`config.mk`:
```
export PLATFORM = sky130hd
export DESIGN_NAME = rat_move_step_unit
export DESIGN_NICKNAME = d
export VERILOG_FILES = /design/src/rtl/rat_move_step_unit.sv
export SDC_FILE = /design/constraint.sdc
export NUM_CORES = 1
export LEC_CHECK = 0
export CAP_MARGIN = 10
export CORE_AREA = 3 3 40 42
export CTS_BUF_LIST = sky130_fd_sc_hd__clkbuf_4 sky130_fd_sc_hd__clkbuf_8
export DETAILED_ROUTE_END_ITERATION = 16
export DIE_AREA = 0 0 43 45
export DONT_BUFFER_PORTS = 1
export GPL_TIMING_DRIVEN = 0
export SYNTH_ARGS = -nofsm -noshare
export SYNTH_HDL_FRONTEND = slang
export SYNTH_SLANG_ARGS = --single-unit
```
`constraint.sdc`:
```
create_clock -name clk -period 1.53 [get_ports clk]
set_input_delay 0.153 -clock clk [delete_from_list [all_inputs] [get_ports clk]]
set_output_delay 0.153 -clock clk [all_outputs]
set_load 0.01 [all_outputs]
```
`src/rtl/rat_move_step_unit.sv`:
```
`default_nettype none
// ============================================================================
// Module   : rat_move_step_unit
// Brief    : Maze-rat step adder with grid-edge detection, next X/Y muxing
//            and the 2-bit direction counter used by the controller.
// Revision : 1.0 - initial release
// ============================================================================
module rat_move_step_unit #(
    parameter int WIDTH = 4,
    parameter int CNT_W = 2
) (
    input  logic             clk,
    input  logic             rst,
    input  logic [WIDTH-1:0] cur_x,
    input  logic [WIDTH-1:0] cur_y,
    input  logic             adder_sel,
    input  logic             inc_dec_sel,
    input  logic             x_sel,
    input  logic             y_sel,
    output logic [WIDTH-1:0] adder_res,
    output logic             cout,
    output logic             out_of_range,
    output logic [WIDTH-1:0] next_x,
    output logic [WIDTH-1:0] next_y,
    input  logic             rst_counter,
    input  logic             ld_counter,
    input  logic             inc_counter,
    input  logic [CNT_W-1:0] counter_ld_val,
    output logic [CNT_W-1:0] counter_val,
    output logic             co
);

    localparam logic [WIDTH-1:0] c_step_inc = WIDTH'(1);
    localparam logic [WIDTH-1:0] c_step_dec = {WIDTH{1'b1}};

    logic [WIDTH-1:0] w_operand;
    logic [WIDTH-1:0] w_step;
    logic [WIDTH:0]   w_sum;
    logic [CNT_W-1:0] r_counter;

    assign w_operand = adder_sel ? cur_x : cur_y;
    assign w_step    = inc_dec_sel ? c_step_inc : c_step_dec;
    assign w_sum     = {1'b0, w_operand} + {1'b0, w_step};

    assign adder_res = w_sum[WIDTH-1:0];
    assign cout      = w_sum[WIDTH];

    // Adding -1 as all-ones carries out for every operand except 0, so a
    // missing carry on decrement means the step went below the grid.
    assign out_of_range = (inc_dec_sel & cout) | (~inc_dec_sel & ~cout);

    assign next_x = x_sel ? adder_res : cur_x;
    assign next_y = y_sel ? adder_res : cur_y;

    always_ff @(posedge clk or negedge rst) begin
        if (!rst) begin
            r_counter <= '0;
        end else if (rst_counter) begin
            r_counter <= '0;
        end else if (ld_counter) begin
            r_counter <= counter_ld_val;
        end else if (inc_counter) begin
            r_counter <= r_counter + CNT_W'(1);
        end
    end

    assign counter_val = r_counter;
    assign co          = &r_counter;

endmodule
`default_nettype wire

```
==> flow_summary.toml <==
[outcome]
status = "finished with violations"
failed_checks = "negative setup slack"

[setup_path]
critPathBufInv = 0
required_ns = 1.38
cp_cell_sequence = "mux2_4 > ha_4 > a21oi_4 > o22ai_1 > or3_4"
slowest_delay_ns = 0.41
cp-start-kind = "input port"
r2r-start = "counter_val[0]"
worstPathMaxFanout = 5
crit_slowest_cell = "or3_4"
cp_top_family = "simple AND/OR/NAND/NOR gates"
end_kind = "output port"
cp.arrival_ns = 1.39
crit_type = "in -> out"
cp-startpoint = "adder_sel"

[timing]
worstMarginPinSlew_ns = 0.289
clock_skew_ns = 0.00133
period_share_pct = 101
whs_ns = 0.108
finalSetupTns_ns = -0.0179
final-setup-viol-count = 2
fin_crit_ns = 1.54
clock.fmax_mhz = 649
final_hold_viol_count = 0
rsz0062_at_grt = "yes"
slew_violations = 0
timing.final.ws_setup_ns = -0.0106
slew_headroom_pct = 80.7

[drt]
firstDrtPassIters = 4
drt_wl_total_um = 1070
drc = 0
antenna_left = 0
drt_iter0_drc = 5
vias = 408
vias_per_cell = 5.51
wl_per_cell_um = 14.5

[power_and_ir_drop]
finalPower_mw = 0.440
sw_frac_of_total_pct = 37.1
p_int_mw = 0.277
cellPowerDensity_nw_per_um2 = 724
leakage_nw = 0.283
seq_power_share_pct = 14.6
p_sw_mw = 0.163
clkPwrFrac_pct = 25.5
pwr-share-comb_pct = 59.8
peakVddDrop_v = 0.000382

[floorplanning]
rows = 13
start_util_pct = 32.9
core_area_um2 = 1280
die-area_um2 = 1940
die_h_um = 45
die_w_um = 43
ios = 36

[logic_synthesis]
synth-main-ff-cell = "dfrtp_1"
syn_avg_cell_area_um2 = 8.63
yosysTopAreaCell = "mux2_2"
syn_area_um2 = 423
synth_cell_types = 21
synth_area_leaders = "mux2_2 (19%), dfrtp_1 (12%), ha_1 (12%)"
synth_warnings = 0
ys_top_cells_by_count = "mux2_2 (7), ha_1 (4), inv_1 (4), nor2_1 (4), a21oi_1 (3)"
async_flop_share_pct = 100
ys_seq_elements = 2
synth_most_common_cell = "mux2_2"
yosysTopAreaCellShare_pct = 18.6
synth-edff-count = 0
yosysSeqAreaShare_pct = 11.8
syn_inst = 49
synth_nets = 73

[final_layout]
diodes = 0
finalNetCount = 85
largest_register_ff_count = 2
drive_above_1_share_pct = 47.5
fillers = 126
fin_util_pct = 47.3
area_delta_synth_final_pct = 43.8

[cts]
path_clk_slew_ns = 0.03
numCtsBuffers = 3
cts_tree = "done"
cts_root_buffer = "clkbuf_4"
htreeDepth = 1
clockBufferDepth = 2
clock_latency_ns = 0.22
clock-sinks = 2

[worst_hold_path]
min_path_type = "in -> reg"
hp-start = "counter_ld_val[1]"

[flow_run]
cap_viol_max_count = 0

[global_route]
globalRouteMet2Util_pct = 20.7
grt_remaining_overflow = 0
busiest_layer = "met2"
grtUsageMet1_pct = 12.5
track_usage_pct = 10.8
gr-usage-met3_pct = 2.39
grt_pass1_vias = 390
grt_max_degree = 9
antenna_found_initial = 0
grt_pass1_wl_um = 1640

[placed_design]
routabilityCongestion = 0.639
place_ws_ns = -0.0673
io_buffers = 0
## per-stage QoR
| stage | cell area, µm² | instances |
|---|---|---|
| 2_1_floorplan | 482 | 49 |
| 3_3_place_gp | 500 | 64 |
| 3_5_place_dp | 500 | 64 |
| 4_1_cts | 593 | 74 |
| 5_1_grt | 608 | 74 |
| 6_report | 608 | 74 |
## metal layers
layer | wire length (µm) | vias up
li1 | - | 202
met1 | 384 | 187
met2 | 571 | 19
met3 | 117 | 0
met4 | 0 | 0
met5 | 0 | -
## cells by family after synthesis
family	count (synthesis)	share of synthesized area (%)
simple gates	12	13.6
compound gates	11	17.7
mux	10	26.9
buf+inv	5	5.03
fa+ha+maj	5	16.6
xor+xnor	4	8.29
flops	2	11.8
## repair_timing
| action | 4_1_cts | 5_1_grt |
|---|---|---|
| setup buffers | 5 | 0 |
| cloned | 0 | 0 |
| gates resized for setup | 1 | 3 |
| endpoints found under the setup margin | 3 | 6 |
| endpoints found under the hold margin | 4 | 0 |
| hold buffers | 2 | 0 |
| pin swaps | 6 | 2 |
## path summary, 6_finish.rpt
kind,depth (start not counted),slack [ns],end
min in group asynchronous,1,0.17,counter_val[0]
worst min-delay path,2,0.11,counter_val[1]
worst max register to register,4,0.23,counter_val[1]
worst min register to register,3,0.76,counter_val[0]
max in group asynchronous,1,1.24,counter_val[1]
worst max-delay path,5,-0.01,next_x[3]
## final cells by class
class / count / area, µm² / area share [%]
clock buffers: 3 / 22.5 / 3.70
inverters: 5 / 21.3 / 3.50
multi-input cells: 42 / 438 / 72.0
flip-flops and latches: 2 / 50.0 / 8.23
well taps: 15 / 18.8 / 3.09
repair buffers: 7 / 57.6 / 9.47
## cells in the final DEF (no fill, tap or decap)
| cell type | n |
|---|---|
| mux2_2 | 5 |
| buf_4 | 5 |
| inv_1 | 4 |
| nor2_1 | 4 |
| mux2_4 | 3 |
| clkbuf_4 | 3 |
| xor2_1 | 2 |
| xnor2_2 | 2 |
| a21oi_2 | 2 |
| a21o_1 | 2 |
| o2111a_1 | 2 |
| nand2b_1 | 2 |
| nor3_1 | 2 |
| o22ai_1 | 2 |
| or3_4 | 2 |
| mux2i_1 | 2 |
| ha_4 | 2 |
| ha_1 | 2 |
| dfrtp_1 | 2 |
| dlygate4sd3_1 | 2 |
| inv_4 | 1 |
| nand2_4 | 1 |
| a21oi_4 | 1 |
| o21ai_1 | 1 |
| nand2_1 | 1 |
| o21ai_0 | 1 |
| fa_2 | 1 |
## power by group through the flow
| stage | clock [mW] | combinational (mW) | sequential [mW] |
|---|---|---|---|
| detailed placement | 0 | 0.226 | 0.0650 |
| floorplan | 0 | 0.201 | 0.0639 |
| global route | 0.121 | 0.288 | 0.0650 |
| finish | 0.112 | 0.264 | 0.0644 |
| CTS | 0.118 | 0.257 | 0.0644 |
| global placement | 0 | 0.224 | 0.0646 |
Note: power is estimated with default switching activity, not from simulation.
